$ cat config.mk
export PLATFORM = sky130hd
export DESIGN_NAME = parity_rx
export DESIGN_NICKNAME = d
export VERILOG_FILES = /design/src/rtl/parity_pkg.sv /design/src/rtl/parity_sync2.sv /design/src/rtl/parity_rx.sv
export SDC_FILE = /design/constraint.sdc
export NUM_CORES = 1
export LEC_CHECK = 0
export BUFFER_PORTS_ARGS = -buffer_cell sky130_fd_sc_hd__buf_4
export CORE_MARGIN = 5
export CORE_UTILIZATION = 39
export DETAILED_ROUTE_END_ITERATION = 10
export SYNTH_ARGS = -nofsm -noshare
export SYNTH_HDL_FRONTEND = slang
export SYNTH_HIERARCHICAL = 1
export SYNTH_SLANG_ARGS = --single-unit
$ cat constraint.sdc
create_clock -name clk -period 1.9 [get_ports clk]
set_clock_uncertainty 0.1 [all_clocks]
set_input_delay 0.095 -clock clk [delete_from_list [all_inputs] [get_ports clk]]
set_output_delay 0.095 -clock clk [all_outputs]
set_load 0.1 [all_outputs]
$ cat src/rtl/parity_pkg.sv
// Shared types and sizes for the 4-bit odd-parity serial receiver.
// No logic of its own; imported by parity_rx and its bench.
// Holds the receiver state encoding and the data/error-counter widths.
package parity_pkg;

   localparam int DATA_BITS = 4;
   localparam int ERR_CNT_W = 8;

   typedef enum logic [2:0] {
      IDLE,
      START,
      DATA,
      PARITY,
      STOP
   } state_t;

endpackage

$ cat src/rtl/parity_sync2.sv
// Two-flop synchronizer for the asynchronous serial line, reset to idle-high.
// Latency: 2 cycles from input to output.
// No backpressure; samples every cycle.
module parity_sync2 (
   input  logic clk,
   input  logic rst,
   input  logic i_d,
   output logic o_q
);

   logic r_meta;
   logic r_sync;

   // Two-stage capture; reset to 1 so a reset never looks like a start bit.
   always_ff @(posedge clk) begin
      if (rst) begin
         r_meta <= 1'b1;
         r_sync <= 1'b1;
      end else begin
         r_meta <= i_d;
         r_sync <= r_meta;
      end
   end

   assign o_q = r_sync;

endmodule

$ cat src/rtl/parity_rx.sv
// Serial receiver for start + 4 data (LSB first) + odd parity + stop frames.
// Latency: word valid H+6C+1 cycles after the synchronized start edge (+2 for sync).
// Backpressure: holds word until out_ready; a frame finishing while full is dropped and flags overrun.
// Optional parity-error counter on err_cnt is built only when PARITY_RX_ERR_CNT_EN is defined.
module parity_rx
   import parity_pkg::*;
#(
   parameter int CLKS_PER_BIT = 4
) (
   input  logic                 clk,
   input  logic                 rst,
   input  logic                 in,
   output logic [DATA_BITS-1:0] out,
   output logic                 out_valid,
   input  logic                 out_ready,
   output logic                 parity_err,
   output logic                 frame_err,
   output logic                 overrun,
   output logic [ERR_CNT_W-1:0] err_cnt
);

   localparam int C     = CLKS_PER_BIT;
   localparam int H     = C / 2;
   localparam int CNT_W = (C > 2) ? $clog2(C) : 1;

   localparam logic [CNT_W-1:0] HALF_LAST = CNT_W'(H - 1);
   localparam logic [CNT_W-1:0] BIT_LAST  = CNT_W'(C - 1);
   localparam logic [2:0]       BITS_LAST = 3'(DATA_BITS - 1);

   logic                 w_rxs;
   state_t               r_state;
   state_t               w_state_nxt;
   logic [CNT_W-1:0]     r_cnt;
   logic [2:0]           r_bit_cnt;
   logic [DATA_BITS-1:0] r_shift;
   logic                 r_par;
   logic                 w_cnt_clr;
   logic                 w_shift;
   logic                 w_par_smp;
   logic                 w_done;
   logic                 w_p_ok;
   logic                 w_load;
   logic                 w_drop;

   logic [DATA_BITS-1:0] r_out;
   logic                 r_out_valid;
   logic                 r_perr;
   logic                 r_ferr;
   logic                 r_overrun;

   parity_sync2 u_sync (
      .clk (clk),
      .rst (rst),
      .i_d (in),
      .o_q (w_rxs)
   );

   // State register.
   always_ff @(posedge clk) begin
      if (rst) begin
         r_state <= IDLE;
      end else begin
         r_state <= w_state_nxt;
      end
   end

   // Next state and sample strobes; the cycle counter restarts at every sample point.
   always_comb begin
      w_state_nxt = r_state;
      w_cnt_clr   = 1'b0;
      w_shift     = 1'b0;
      w_par_smp   = 1'b0;
      w_done      = 1'b0;
      case (r_state)
         IDLE: begin
            w_cnt_clr = 1'b1;
            if (!w_rxs) begin
               w_state_nxt = START;
            end
         end
         START: begin
            if (r_cnt == HALF_LAST) begin
               w_cnt_clr   = 1'b1;
               w_state_nxt = w_rxs ? IDLE : DATA;
            end
         end
         DATA: begin
            if (r_cnt == BIT_LAST) begin
               w_cnt_clr = 1'b1;
               w_shift   = 1'b1;
               if (r_bit_cnt == BITS_LAST) begin
                  w_state_nxt = PARITY;
               end
            end
         end
         PARITY: begin
            if (r_cnt == BIT_LAST) begin
               w_cnt_clr   = 1'b1;
               w_par_smp   = 1'b1;
               w_state_nxt = STOP;
            end
         end
         STOP: begin
            if (r_cnt == BIT_LAST) begin
               w_cnt_clr   = 1'b1;
               w_done      = 1'b1;
               w_state_nxt = IDLE;
            end
         end
         default: begin
            w_cnt_clr   = 1'b1;
            w_state_nxt = IDLE;
         end
      endcase
   end

   // Cycle and bit counters; the bit counter only runs inside DATA.
   always_ff @(posedge clk) begin
      if (rst) begin
         r_cnt     <= '0;
         r_bit_cnt <= '0;
      end else begin
         r_cnt <= w_cnt_clr ? '0 : r_cnt + CNT_W'(1);
         if (r_state != DATA) begin
            r_bit_cnt <= '0;
         end else if (w_shift) begin
            r_bit_cnt <= r_bit_cnt + 3'd1;
         end
      end
   end

   // Data shifter (first bit on the line ends up in bit 0) and parity capture.
   always_ff @(posedge clk) begin
      if (rst) begin
         r_shift <= '0;
         r_par   <= 1'b0;
      end else begin
         if (w_shift) begin
            r_shift <= {w_rxs, r_shift[DATA_BITS-1:1]};
         end
         if (w_par_smp) begin
            r_par <= w_rxs;
         end
      end
   end

   // Odd parity: data plus parity bit must carry an odd number of ones.
   assign w_p_ok = ^{r_shift, r_par};
   assign w_load = w_done && (!r_out_valid || out_ready);
   assign w_drop = w_done && !w_load;

   // Output word register with valid/ready hold and overrun pulse.
   always_ff @(posedge clk) begin
      if (rst) begin
         r_out       <= '0;
         r_out_valid <= 1'b0;
         r_perr      <= 1'b0;
         r_ferr      <= 1'b0;
         r_overrun   <= 1'b0;
      end else begin
         r_overrun <= w_drop;
         if (w_load) begin
            r_out       <= r_shift;
            r_perr      <= ~w_p_ok;
            r_ferr      <= ~w_rxs;
            r_out_valid <= 1'b1;
         end else if (out_ready) begin
            r_out_valid <= 1'b0;
         end
      end
   end

   assign out        = r_out;
   assign out_valid  = r_out_valid;
   assign parity_err = r_perr;
   assign frame_err  = r_ferr;
   assign overrun    = r_overrun;

`ifdef PARITY_RX_ERR_CNT_EN
   logic [ERR_CNT_W-1:0] r_err_cnt;

   // Saturating count of delivered words that failed parity; dropped frames are not counted.
   always_ff @(posedge clk) begin
      if (rst) begin
         r_err_cnt <= '0;
      end else if (w_load && !w_p_ok && (r_err_cnt != '1)) begin
         r_err_cnt <= r_err_cnt + ERR_CNT_W'(1);
      end
   end

   assign err_cnt = r_err_cnt;
`else
   assign err_cnt = '0;
`endif

endmodule

==> results.sh <==
export IMPL_io_pins=20
export IMPL_syn_to_final_growth_pct=8.55
export IMPL_min_path_type="input pin to flop"
export IMPL_nets=125
export IMPL_setup_slack_ns=0.143
export IMPL_place_inst=141
export IMPL_die_area_um2=3890
export IMPL_fp_dieW_um=62.3
export IMPL_reg2regPathDepth=4
export IMPL_cts_buffers=3
export IMPL_post_cts_buffers=0
export IMPL_core_area_um2=2690
export IMPL_finalSetupViolCount=0
export IMPL_routed_via_density=5.02
export IMPL_end_kind="flop"
export IMPL_p_int_mw=0.581
export IMPL_yosysWarnings=6
export IMPL_diodes=0
export IMPL_fin_tns_setup_ns=0
export IMPL_drive_gt1_share_pct=15.5
export IMPL_power_switching_mw=0.220
export IMPL_synth_edf_count=0
export IMPL_synth_area_um2=1070
export IMPL_cp_cell_sequence="ha_1 > nand2_1 > mux4_1 > nor3_1"
export IMPL_clock_sinks=23
export IMPL_slowest_delay_ns=0.51
export IMPL_rsz0062_at_grt="false"
export IMPL_timing_rr_end="r_state[0]"
export IMPL_synth_cell_types=35
export IMPL_drtIter0Drc=12
export IMPL_power_leakage_nw=0.442
export IMPL_grt_usage_pct=10.2
export IMPL_path_max_fanout=14
export IMPL_drc=0
export IMPL_wirelength_um=1770
export IMPL_vias=738
export IMPL_crit_type="flop to flop"
export IMPL_clock_path_buffers=2
export IMPL_cts_resized=0
export IMPL_grt_overflow=0
export IMPL_synth_most_common_cell="dfxtp_1"
export IMPL_ys_ff_latch=23
export IMPL_die_y_um=62.3
export IMPL_synth_common_cells="dfxtp_1, nor2_1, a21oi_1, buf_4, mux2i_1"
export IMPL_hold_path_depth=4
export IMPL_hpwlAfterDp_um=1250
export IMPL_ctsHoldBuffers=2
export IMPL_arrival_ns=1.89
export IMPL_fin_util_pct=43.2
export IMPL_portBuffers=11
export IMPL_drtPass1Iterations=2
export IMPL_gp_routability_congestion=0.757
export IMPL_power_density_nw_per_um2=691
export IMPL_grt_pass1_wl_um=3250
export IMPL_slowest_stage="mux4_1"
export IMPL_min_from="out_ready"
export IMPL_syn_inst=108
export IMPL_dpl_cell_area_um2=1110
export IMPL_cts_reportedPaths_clkPinSlew_ns=0.12
export IMPL_fin_cells=147
export IMPL_rrSetupSlack_ns=0.14
export IMPL_worst_hold_path_endpoint="out[1]"
export IMPL_max_cap_violations=0
export IMPL_core_rowCount=19
export IMPL_clock_latency_ns=0.30
export IMPL_slew_viol_final=0
export IMPL_power_share_combinational_pct=11.6
export IMPL_outcome="finished clean"
export IMPL_synth_top_area_cell="dfxtp_1"
export IMPL_start_util_pct=39.8
export IMPL_yosysSeqAreaShare_pct=43.1
export IMPL_switching_share_pct=27.5
export IMPL_hold_viol=0
export IMPL_p_total_mw=0.801
export IMPL_hold_ws_ns=0.0820
export IMPL_r2r_start="r_cnt[0]"
export IMPL_fin_crit_ns=1.76
export IMPL_cts_tree="done"
export IMPL_clock_power_share_pct=27.0
export IMPL_async_flop_share_pct=0
export IMPL_post_route_period_util_pct=92.5
export IMPL_critical_path_required_ns=2.03
export IMPL_seq_power_share_pct=61.3
export IMPL_cts_htree_levels=1
export IMPL_synth_top_area_share_pct=43.1
export IMPL_avgSynthCellArea_um2=9.89
export IMPL_clock_root_buffer="clkbuf_4"
export IMPL_synth_area_leaders="dfxtp_1, mux2i_1, buf_4"
export IMPL_ant_nets=0
export IMPL_post_drt_wl_per_cell_um=12.0
export IMPL_start_kind="flop"
export IMPL_finalInstanceArea_um2=1160
export IMPL_grt_max_degree=22
export IMPL_grt_antenna_before_repair=0
export IMPL_dpl_worst_slack_ns=0.164
export IMPL_clock_fmax_ghz=0.569
export IMPL_ir_worst_vdd_v=0.000360
export IMPL_grt_pass1_vias=675
export IMPL_ys_flop_type="dfxtp_1"
[how the worst max path moves through the flow]
stage / cells after the start / endpoint / startpoint
after floorplan: 3 / frame_err / out_valid
after global placement: 4 / frame_err / r_cnt[0]
after detailed placement: 4 / r_state[0] / r_cnt[0]
after CTS: 4 / r_state[0] / r_cnt[0]
after global routing: 4 / out[3] / r_cnt[0]
final: 4 / r_state[0] / r_cnt[0]
[registers in the layout (all words and copies together), names as in the netlist]
| signal | flops |
|---|---|
| r_par | 1 |
| u_sync/r_meta | 1 |
| out_valid | 1 |
| overrun | 1 |
| parity_err | 1 |
| r_shift | 4 |
| frame_err | 1 |
| r_cnt | 2 |
| out | 4 |
| r_state | 3 |
| u_sync/o_q | 1 |
| r_bit_cnt | 3 |
[layout make-up]
class	instances	area [um^2]
clock buffer	4	26.3
fill	284	1530
inverter	3	11.3
multi-input combinational	73	520
sequential	23	460
tap	31	38.8
timing repair buffer	13	103
[per-layer routing]
| layer | share of wire (%) | up-vias | global-route usage, % |
|---|---|---|---|
| met5 | 0 | - | 0 |
| met4 | 0.51 | 0 | 3.98 |
| met3 | 5.9 | 2 | 3.78 |
| met2 | 44 | 15 | 14.5 |
| met1 | 50 | 343 | 13.8 |
| li1 | - | 378 | - |
[power by group through the flow]
| stage | clock [mW] | sequential (mW) | combinational (mW) |
|---|---|---|---|
| after global placement | 0 | 0.502 | 0.0883 |
| final | 0.216 | 0.491 | 0.0932 |
| after global routing | 0.264 | 0.492 | 0.0969 |
| after floorplan | 0 | 0.499 | 0.0994 |
| after CTS | 0.234 | 0.491 | 0.0926 |
| after detailed placement | 0 | 0.502 | 0.0892 |
[logic make-up after synthesis]
family	synth area share, %
muxes	8.08
xor gates and xnor gates	4.57
other	0.351
and+or+nand+nor	18.6
buffers and inverters	10.7
DFF	43.1
AOI/OAI and AO/OA	9.95
adders and majority gates	4.68
[cells in the final DEF (no fill, tap or decap), types with 3 or more instances in the layout]
cell	n
nand3_1	4
nor3_1	4
dfxtp_1	23
o21ai_0	5
a21oi_1	8
nor2_1	9
mux2i_1	6
inv_1	3
ha_1	4
clkbuf_4	3
conb_1	8
buf_4	11
[worst max-delay path, delay by kind of cell (launching register included)]
family                   cells  cell delay [ns]
multiplexers                 1             0.51
adder cells (fa/ha/maj)      1             0.46
AND/OR/NAND/NOR              2             0.24
flip-flops                   1             0.38
(Power assumes the default switching activity.)
